### config.mk
export PLATFORM = sky130hd
export DESIGN_NAME = debug_monitor
export DESIGN_NICKNAME = d
export VERILOG_FILES = /design/src/rtl/debug_monitor.sv
export SDC_FILE = /design/constraint.sdc
export NUM_CORES = 1
export LEC_CHECK = 0
export ABC_AREA = 0
export CORE_MARGIN = 2
export CORE_UTILIZATION = 70
export CTS_CLUSTER_SIZE = 20
export DETAILED_ROUTE_END_ITERATION = 16
export DONT_BUFFER_PORTS = 1
export GPL_TIMING_DRIVEN = 1
export HOLD_SLACK_MARGIN = 0.05
export PLACE_DENSITY = 0.85
export SLEW_MARGIN = 20
export SYNTH_ARGS = -nofsm -noshare
export SYNTH_HDL_FRONTEND = slang
export SYNTH_SLANG_ARGS = --single-unit
### constraint.sdc
create_clock -name Clock_50 -period 12.25 [get_ports Clock_50]
set_input_delay 1.225 -clock Clock_50 [delete_from_list [all_inputs] [get_ports Clock_50]]
set_output_delay 1.225 -clock Clock_50 [all_outputs]
set_load 0.005 [all_outputs]
### src/rtl/debug_monitor.sv
`timescale 1ns/1ps
// debug_monitor: shows one of NUM_CH packed status channels as hex on six 7-seg digits,
// with debounced KEY control of manual, auto-scroll and freeze modes plus paging of wide channels.
module debug_monitor #(
    parameter int NUM_CH          = 8,
    parameter int CH_WIDTH        = 32,
    parameter int DIGITS          = 6,
    parameter int SCROLL_DIV      = 50000000,
    parameter int DEBOUNCE_CYCLES = 1000000
) (
    input  logic                         Clock_50,
    input  logic                         Reset,
    input  logic [NUM_CH*CH_WIDTH-1:0]   ch_data,
    input  logic [9:0]                   SW,
    input  logic [3:0]                   KEY,
    output logic [6:0]                   HEX0,
    output logic [6:0]                   HEX1,
    output logic [6:0]                   HEX2,
    output logic [6:0]                   HEX3,
    output logic [6:0]                   HEX4,
    output logic [6:0]                   HEX5,
    output logic [9:0]                   LEDR
);

    localparam int DW = (SCROLL_DIV > 1) ? $clog2(SCROLL_DIV) : 1;
    localparam int BW = (DEBOUNCE_CYCLES > 1) ? $clog2(DEBOUNCE_CYCLES + 1) : 1;
    localparam logic [DW-1:0] DWELL_LAST = DW'(SCROLL_DIV - 1);
    localparam logic [BW-1:0] DB_LAST    = BW'(DEBOUNCE_CYCLES - 1);
    localparam logic [4:0]    NUM_CH_L   = 5'(NUM_CH);
    localparam logic [3:0]    LAST_CH    = 4'(NUM_CH - 1);

    typedef enum logic [1:0] {MANUAL, SCROLL, FREEZE} mode_t;

    function automatic logic [6:0] seg7(input logic [3:0] nib);
        case (nib)
            4'h0: seg7 = 7'h40;  4'h1: seg7 = 7'h79;  4'h2: seg7 = 7'h24;  4'h3: seg7 = 7'h30;
            4'h4: seg7 = 7'h19;  4'h5: seg7 = 7'h12;  4'h6: seg7 = 7'h02;  4'h7: seg7 = 7'h78;
            4'h8: seg7 = 7'h00;  4'h9: seg7 = 7'h10;  4'hA: seg7 = 7'h08;  4'hB: seg7 = 7'h03;
            4'hC: seg7 = 7'h46;  4'hD: seg7 = 7'h21;  4'hE: seg7 = 7'h06;  4'hF: seg7 = 7'h0E;
        endcase
    endfunction

    // SW[8:4] and KEY[3:2] have no function on this board
    logic unused_inputs;
    assign unused_inputs = ^{SW[8:4], KEY[3:2]};

    // Reset asserts at once but releases on a clock edge so no flop sees a runt recovery
    logic rst_meta_q, rst_q;
    always_ff @(posedge Clock_50 or posedge Reset) begin
        if (Reset) begin
            rst_meta_q <= 1'b1;
            rst_q      <= 1'b1;
        end else begin
            // NOTE: non-blocking so each stage samples the value from before the edge.
            rst_meta_q <= 1'b0;
            rst_q      <= rst_meta_q;
        end
    end

    logic [1:0]          key_meta_q, key_sync_q;
    logic [1:0]          key_level_q, key_level_d;
    logic [1:0][BW-1:0]  db_cnt_q, db_cnt_d;
    logic [1:0]          press;

    mode_t               mode_q, mode_d, ret_q, ret_d;
    logic [3:0]          idx_q, idx_d;
    logic [DW-1:0]       dwell_q, dwell_d;
    logic                oor_q, oor_d;
    logic                page_q, page_d;
    logic [CH_WIDTH-1:0] snap_q, snap_d, chan;
    logic [31:0]         snap32;
    logic [DIGITS-1:0][6:0] hex_q, hex_d;
    logic [9:0]          ledr_q, ledr_d;

    always_comb begin
        // NOTE: every output gets a default first, so no path leaves one unassigned (no latch).
        key_level_d = key_level_q;
        db_cnt_d    = db_cnt_q;
        press       = '0;
        for (int k = 0; k < 2; k++) begin
            if (key_sync_q[k] == key_level_q[k]) begin
                db_cnt_d[k] = '0;
            end else if (db_cnt_q[k] == DB_LAST) begin
                db_cnt_d[k]    = '0;
                key_level_d[k] = key_sync_q[k];
                press[k]       = ~key_sync_q[k];
            end else begin
                db_cnt_d[k] = db_cnt_q[k] + 1'b1;
            end
        end
    end

    always_comb begin
        mode_d = mode_q;
        ret_d  = ret_q;
        case (mode_q)
            MANUAL, SCROLL: begin
                if (press[0]) begin
                    mode_d = FREEZE;
                    ret_d  = mode_q;
                end else if (press[1]) begin
                    mode_d = (mode_q == MANUAL) ? SCROLL : MANUAL;
                end
            end
            FREEZE:  if (press[0]) mode_d = ret_q;
            default: mode_d = MANUAL;
        endcase
    end

    // Index and snapshot follow the next mode so a freeze keeps the value captured before the press
    always_comb begin
        idx_d   = idx_q;
        dwell_d = dwell_q;
        oor_d   = oor_q;
        case (mode_d)
            MANUAL: begin
                idx_d   = SW[3:0];
                dwell_d = '0;
                oor_d   = {1'b0, SW[3:0]} >= NUM_CH_L;
            end
            SCROLL: begin
                oor_d = 1'b0;
                if (mode_q == MANUAL) begin
                    dwell_d = '0;
                    idx_d   = ({1'b0, idx_q} >= NUM_CH_L) ? 4'd0 : idx_q;
                end else if (mode_q == SCROLL) begin
                    if (dwell_q == DWELL_LAST) begin
                        dwell_d = '0;
                        idx_d   = (idx_q >= LAST_CH) ? 4'd0 : idx_q + 4'd1;
                    end else begin
                        dwell_d = dwell_q + 1'b1;
                    end
                end
            end
            default: ;
        endcase

        chan = '0;
        for (int i = 0; i < NUM_CH; i++) begin
            if (idx_d == 4'(i)) chan = ch_data[i*CH_WIDTH +: CH_WIDTH];
        end
        snap_d = (mode_d == FREEZE) ? snap_q : chan;
        page_d = SW[9];
    end

    assign snap32 = 32'(snap_q);

    always_comb begin
        hex_d = '1;
        for (int d = 0; d < DIGITS; d++) begin
            if (!page_q) begin
                hex_d[d] = seg7(snap32[4*d +: 4]);
            end else if (d < 2) begin
                hex_d[d] = seg7((d == 1) ? snap32[31:28] : snap32[27:24]);
            end
        end
        ledr_d = {mode_q == FREEZE, mode_q == SCROLL, 1'b0, oor_q, 2'b00, idx_q};
    end

    always_ff @(posedge Clock_50 or posedge rst_q) begin
        if (rst_q) begin
            key_meta_q  <= 2'b11;
            key_sync_q  <= 2'b11;
            key_level_q <= 2'b11;
            db_cnt_q    <= '0;
            mode_q      <= MANUAL;
            ret_q       <= MANUAL;
            idx_q       <= '0;
            dwell_q     <= '0;
            oor_q       <= 1'b0;
            page_q      <= 1'b0;
            snap_q      <= '0;
            hex_q       <= '1;
            ledr_q      <= '0;
        end else begin
            key_meta_q  <= KEY[1:0];
            key_sync_q  <= key_meta_q;
            key_level_q <= key_level_d;
            db_cnt_q    <= db_cnt_d;
            mode_q      <= mode_d;
            ret_q       <= ret_d;
            idx_q       <= idx_d;
            dwell_q     <= dwell_d;
            oor_q       <= oor_d;
            page_q      <= page_d;
            snap_q      <= snap_d;
            hex_q       <= hex_d;
            ledr_q      <= ledr_d;
        end
    end

    assign HEX0 = hex_q[0];
    assign HEX1 = hex_q[1];
    assign HEX2 = hex_q[2];
    assign HEX3 = hex_q[3];
    assign HEX4 = hex_q[4];
    assign HEX5 = hex_q[5];
    assign LEDR = ledr_q;

endmodule

* Word-level counts from Yosys, hierarchy flattened
Memory sizes are Yosys's and may differ from the RTL's.
Index checks and enable logic that the tools add are counted.
W data, S select, Z words.
** Storage, ports and cells
- Output and inout port bits :: 52
- Register bits after elaboration :: 165
- Memories :: 8
- ROM bits :: 896
** Memories
- (no name shown) :: words 16, width 7, read ports 1, clocked after memory_dff 0, wr ports 0, RTL line 35 : case (nib)
- (no name shown) :: words 16, width 7, read ports 1, clocked after memory_dff 0, wr ports 0, RTL line 35
- (no name shown) :: words 16, width 7, read ports 1, clocked after memory_dff 0, wr ports 0, RTL line 35
- (no name shown) :: words 16, width 7, read ports 1, clocked after memory_dff 0, wr ports 0, RTL line 35
- (no name shown) :: words 16, width 7, read ports 1, clocked after memory_dff 0, wr ports 0, RTL line 35
- (no name shown) :: words 16, width 7, read ports 1, clocked after memory_dff 0, wr ports 0, RTL line 35
- +2 memories
** Operators by class
- Multiplexer cells :: 38
- Eq/ne operators :: 17
- $lt $le $gt $ge :: 3
- Add/sub/neg operators :: 4
- Reductions and logical operators :: 9
- Bitwise operators :: 4
** Operators with widths (count)
- $mux W32 :: 8
- $mux W20 :: 4
- $mux W26 :: 3
- $pmux W26 S2 :: 1
- $mux W7 :: 6
- $add A20 B1 Y20 const B :: 2
- $eq A20 B20 Y1 const B :: 2
- $add A26 B1 Y26 const B :: 1
- $eq A26 B26 Y1 const B :: 1
- $mux W4 :: 5
- $eq A4 B3 Y1 const B :: 4
- $eq A4 B2 Y1 const B :: 2
- $ge A4 B4 Y1 const B :: 2
- $pmux W4 S2 :: 1
- $reduce_and A2 Y1 :: 4
- $mux W2 :: 3
- $mux W1 :: 5
- $add A4 B1 Y4 const B :: 1
- $eq A2 B1 Y1 const B :: 2
- $eq A2 B2 Y1 const B :: 2
- $eq A4 B1 Y1 const B :: 1
- $ge A4 B3 Y1 const B :: 1
- $logic_not A2 Y1 :: 2
- $logic_not A4 Y1 :: 1
- 7 further kinds :: 11

* Logic depth before layout (Yosys ltp)
- Depth after elaboration :: 17
- Mapped depth :: 18
- Mapped depth without buffers :: 13

* Least setup slack after synthesis
OpenSTA, ideal clock, no wires.
- Path type :: flip-flop to flip-flop
- Start :: reg db_cnt_q[15] (netlist bit)
- End :: reg snap_q[10], in the netlist snap32[10]
- Setup slack :: 8.559 ns
- Clock period less this slack :: 3.691 ns
- Stages on the path, launching flop included :: 15
- Arrival :: 3.615 ns
- Path buffers :: 3
- Cell sequence :: dfrtp_1 -> or4_1 -> or4_1 -> buf_2 -> nor3_4 -> and3b_1 -> buf_6 -> o32a_1 -> nand2_4 -> inv_4 -> nor4_4 -> buf_6 -> a2bb2oi_1 -> o221a_1 -> o21ai_1
** Between the ends
- Cells in the longest elaborated chain, start to end :: 16
- Elaborated cells on any way between the ends :: 26
- Classes of those cells :: eq/ne (10); mux (14); reduce/logical (2)
** Ends and longest elaborated chain
- from (decl) :: RTL line 62 : logic [1:0][BW-1:0] db_cnt_q, db_cnt_d;
- from (signal assigned) :: RTL line 179 : db_cnt_q <= db_cnt_d;
- $eq A20 B20 Y1 * :: RTL line 83 : end else if (db_cnt_q[k] == DB_LAST) begin
- $mux W1 * :: RTL line 83
- $mux W1 * :: RTL line 81 : if (key_sync_q[k] == key_level_q[k]) begin
- $mux W2 (on tied branches) :: RTL line 105, 98
- $pmux W2 S2 * :: RTL line 96 : case (mode_q)
- $eq A2 B1 Y1 or $logic_not A2 Y1 (tied branches) :: RTL line 115 : case (mode_d)
- $pmux W4 S2 * :: RTL line 115
- via idx_d[3] :: RTL line 66 : logic [3:0] idx_q, idx_d;
- $logic_not A4 Y1 :: RTL line 140 : if (idx_d == 4'(i)) chan = ch_data[i*CH_WIDTH +: CH_WIDTH];
- $mux W32 (7 in a row) :: RTL line 140
- $mux W32 * :: RTL line 140
- to (signal assigned) :: RTL line 186 : snap_q <= snap_d;
- to (decl) :: RTL line 70 : logic [CH_WIDTH-1:0] snap_q, snap_d, chan;
The timed path passes the listed nets; every way through them passes the cells marked *.
A chain may end at the register's enable or synchronous reset.

* Worst setup path after layout
- Start :: reg db_cnt_q[28] (netlist bit)
- End :: reg snap_q[30], in the netlist snap32[30]
** Between the ends
- Cells in the longest elaborated chain, start to end :: 17
- Elaborated cells on any way between the ends :: 26
- Classes of those cells :: eq/ne (10); mux (14); reduce/logical (2)
** Ends and longest elaborated chain
- $eq A20 B20 Y1 * :: RTL line 83
- $mux W1 * :: RTL line 83
- $mux W1 * :: RTL line 81
- $mux W2 * :: RTL line 101 : end else if (press[1]) begin
- $mux W2 * :: RTL line 98 : if (press[0]) begin
- $pmux W2 S2 * :: RTL line 96
- via mode_d[0] :: RTL line 65 : mode_t mode_q, mode_d, ret_q, ret_d;
- $eq A2 B1 Y1 or $logic_not A2 Y1 (tied branches) :: RTL line 115
- $pmux W4 S2 :: RTL line 115
- $logic_not A4 Y1 :: RTL line 140
- $mux W32 (8 in a row) :: RTL line 140
Marked as above.

==> qor.yml <==
dieArea_um2: 16840
cts_made_buffers: 17
num_vias: 10550
tightest_slew_ns: 1.164
setup_viol: 0
synth.distinct_cells: 77
rsz0062_at_grt: "no"
die_w_um: 129.8
post_cts_buffers: 0
routedWlPerCell_um: 24.03
finalSetupTns_ns: 0
power.density_nw_per_um2: 118.4
drv_slew: 0
die_y_um: 129.8
switchingPower_uw: 403.0
route.detailed.drc: 0
clock_skew_ns: 0.01019
maxCapViolations: 0
via_per_inst: 7.040
max_slew_margin_pct: 22.37
crit_path_start_kind: "flip-flop"
clock_sinks: 165
place.gp.congestion: 1.052
cts_tree: "done"
firstDrtPassIters: 5
seqPwrFrac_pct: 46.8
fin_util_pct: 76.64
cts_buffer_depth: 2
cts_resized: 0
yosys_warnings: 0
antenna_left: 0
grt_pass1_wl_um: 54060
yosys_most_used_dff: "dfrtp_1"
p_int_uw: 986.2
drt_iter0_markers: 1136
grt_antenna_before_repair: 17
io_buffer_count: 0
cts_hold_buffers: 0
critPathCapture: "snap32[30]"
synth_edf_count: 0
r2r-end: "snap32[30]"
hold_violations: 0
fin_crit_ns: 5.860
holdCritPathClass: "flip-flop to flip-flop"
switching_share_pct: 29.01
regToRegStartpoint: "db_cnt_q[28]"
drive_gt1_share_pct: 11.96
start_util_pct: 72.31
r2r_cells: 12
track_usage_pct: 42.55
layout_common_cells: "nor2_1 (206), nand2_1 (170), dfrtp_1 (114)"
whs_ns: 0.3575
ios: 324
combPwrFrac_pct: 14.4
crit_required_ns: 12.62
cts_htree_levels: 4
grt_overflow: 0
n_fill_cell: 1136
clk_latency_ns: 0.44
pwr-share-clk_pct: 38.9
worst_ep_arrival_time_ns: 6.22
first_global_vias: 9730
status: "completed"
rrSetupSlack_ns: 6.39
vdd_drop_max_mv: 0.1079
critPathCaptureType: "flip-flop"
async_flop_share_pct: 100.0
timing.fmax_ghz: 0.1707
finalNetCount: 1583
rows: 45
areaGrowthSynthToFinish_pct: 5.988
syn_inst: 1311
p_leak_uw: 0.004866
critical_path_class: "flip-flop to flip-flop"
ys_seq_elements: 165
cts_root_buf: "clkbuf_16"
syn_area_per_cell_um2: 8.447
routed_wirelength_um: 36020
grt_max_degree: 105
synthesis.area_um2: 11070
final_common_cell: "nor2_1"
worstSetupStartpoint: "db_cnt_q[28]"
yosysSeqAreaShare_pct: 37.85
timing.final.crit_share_pct: 47.83
path_clk_slew_ns: 0.07
dp_hpwl_um: 25600
cp_max_fo: 63
core_um2: 15310
==> metrics by stage <==
step                instances  setup WS [ns]  instance area (um^2)  total power (uW)
detailed placement       1450          6.617                 11100             847.9
CTS                      1482          6.616                 11690              1385
global route             1499          6.233                 11740              1445
floorplan                1314          7.595                 11090             794.7
finish                   1499          6.390                 11740              1389
global placement         1450          6.687                 11100             840.5
==> worst min path at each step <==
| stage | depth (start not counted) | end | startpoint |
|---|---|---|---|
| 4_1_cts | 0 | key_sync_q[0] | key_meta_q[0] |
| 2_1_floorplan | 0 | key_sync_q[0] | key_meta_q[0] |
| 6_report | 0 | key_sync_q[0] | key_meta_q[0] |
| 3_5_place_dp | 0 | key_sync_q[0] | key_meta_q[0] |
| 3_3_place_gp | 0 | key_sync_q[0] | key_meta_q[0] |
| 5_1_grt | 0 | key_sync_q[0] | key_meta_q[0] |
==> cells in the mapped netlist (4+ instances only) <==
| master | number | area, um^2 |
|---|---|---|
| and3_1 | 19 | 118.9 |
| dfrtp_1 | 115 | 2878 |
| a211o_1 | 8 | 70.07 |
| o221a_1 | 20 | 225.2 |
| or4_1 | 6 | 45.04 |
| o221a_2 | 8 | 90.09 |
| o21a_1 | 4 | 30.03 |
| o31ai_1 | 8 | 60.06 |
| and2_1 | 4 | 25.02 |
| xor2_1 | 23 | 201.4 |
| nand2_1 | 171 | 641.9 |
| a221oi_1 | 8 | 70.07 |
| nand2b_1 | 8 | 50.05 |
| nand3_1 | 37 | 185.2 |
| inv_1 | 36 | 135.1 |
| clkbuf_1 | 66 | 247.7 |
| buf_2 | 8 | 40.04 |
| nor4_1 | 4 | 25.02 |
| a31oi_1 | 17 | 106.4 |
| nor2b_1 | 17 | 106.4 |
| or2_2 | 7 | 43.79 |
| nor2_1 | 207 | 777.0 |
| nand4b_1 | 4 | 35.03 |
| mux2_2 | 11 | 123.9 |
| o21ai_0 | 62 | 310.3 |
| a21oi_1 | 87 | 435.4 |
| dfstp_2 | 50 | 1314 |
| nand4_1 | 12 | 75.07 |
| a221o_1 | 8 | 80.08 |
| buf_1 | 5 | 18.77 |
| o22ai_1 | 4 | 25.02 |
| mux4_2 | 6 | 135.1 |
| xnor2_1 | 15 | 131.4 |
| o221ai_1 | 28 | 245.2 |
| o21ai_1 | 28 | 140.1 |
| ha_1 | 53 | 663.1 |
| a211oi_1 | 5 | 37.54 |
| a2bb2oi_1 | 28 | 245.2 |
| nor3_1 | 19 | 95.09 |
| buf_4 | 4 | 30.03 |
| mux2i_1 | 19 | 190.2 |
==> kinds of logic (layout without fill, tap and decap cells) <==
| family | Yosys count | after routing | share of synthesized area, % |
|---|---|---|---|
| AND/OR/NAND/NOR | 540 | 540 | 22.33 |
| buffers and inverters | 127 | 84 | 4.779 |
| multiplexers | 36 | 36 | 4.056 |
| adder cells (fa/ha/maj) | 53 | 53 | 5.988 |
| flip-flops | 165 | 165 | 37.85 |
| other | 1 | 21 | 0.03386 |
| XOR/XNOR | 38 | 38 | 3.005 |
| AO/OA/AOI/OAI | 351 | 351 | 21.96 |
==> power groups by stage <==
stage	Sequential, uW	Clock, uW	Combinational (uW)
2_1_floorplan	625	0	170
3_3_place_gp	655	0	185
3_5_place_dp	656	0	192
4_1_cts	647	542	195
5_1_grt	654	571	220
6_report	649	540	200
==> per-layer routing <==
metal	wire length [um]	global-route usage, %
met1	12790	52.82
met2	16360	62.80
met3	3937	13.08
met4	2938	31.44
met5	0	0
==> sequential cells by signal, indices dropped and copies added (netlist names) <==
| signal | cells |
|---|---|
| db_cnt_q | 40 |
| snap32 | 32 |
| dwell_q | 26 |
| HEX0 | 7 |
| HEX1 | 7 |
| HEX2 | 7 |
| HEX3 | 7 |
| HEX4 | 7 |
| HEX5 | 7 |
| LEDR | 7 |
| idx_q | 4 |
| key_level_q | 2 |
| key_meta_q | 2 |
| key_sync_q | 2 |
| mode_q | 2 |
| ret_q | 2 |
| oor_q | 1 |
| page_q | 1 |
| rst_meta_q | 1 |
| rst_q | 1 |
==> critical path, cell delays in order, from the launching register on <==
cell and delay (ns):
dfrtp_1 0.40, or4b_2 0.70, nor4_1 0.52, nand4b_1 0.24
nand3b_1 0.28, nand2_1 0.15, o311a_2 0.39, buf_4 0.31
inv_2 0.91, nor2_1 0.31, a31oi_4 0.88, o221ai_1 0.43
o21ai_1 0.22
==> cell type report <==
| class | count | area (um^2) | share of cell area, % |
|---|---|---|---|
| antenna | 17 | 42.54 | 0.3624 |
| clock inverter | 13 | 148.9 | 1.269 |
| tap | 211 | 264.0 | 2.249 |
| clock buffer | 19 | 442.9 | 3.774 |
| timing repair buffer | 11 | 82.58 | 0.7036 |
| inverter | 41 | 163.9 | 1.396 |
| sequential | 165 | 4193 | 35.72 |
| multi-input combinational | 1022 | 6400 | 54.53 |
No activity file was read; power rests on OpenSTA's default activity.
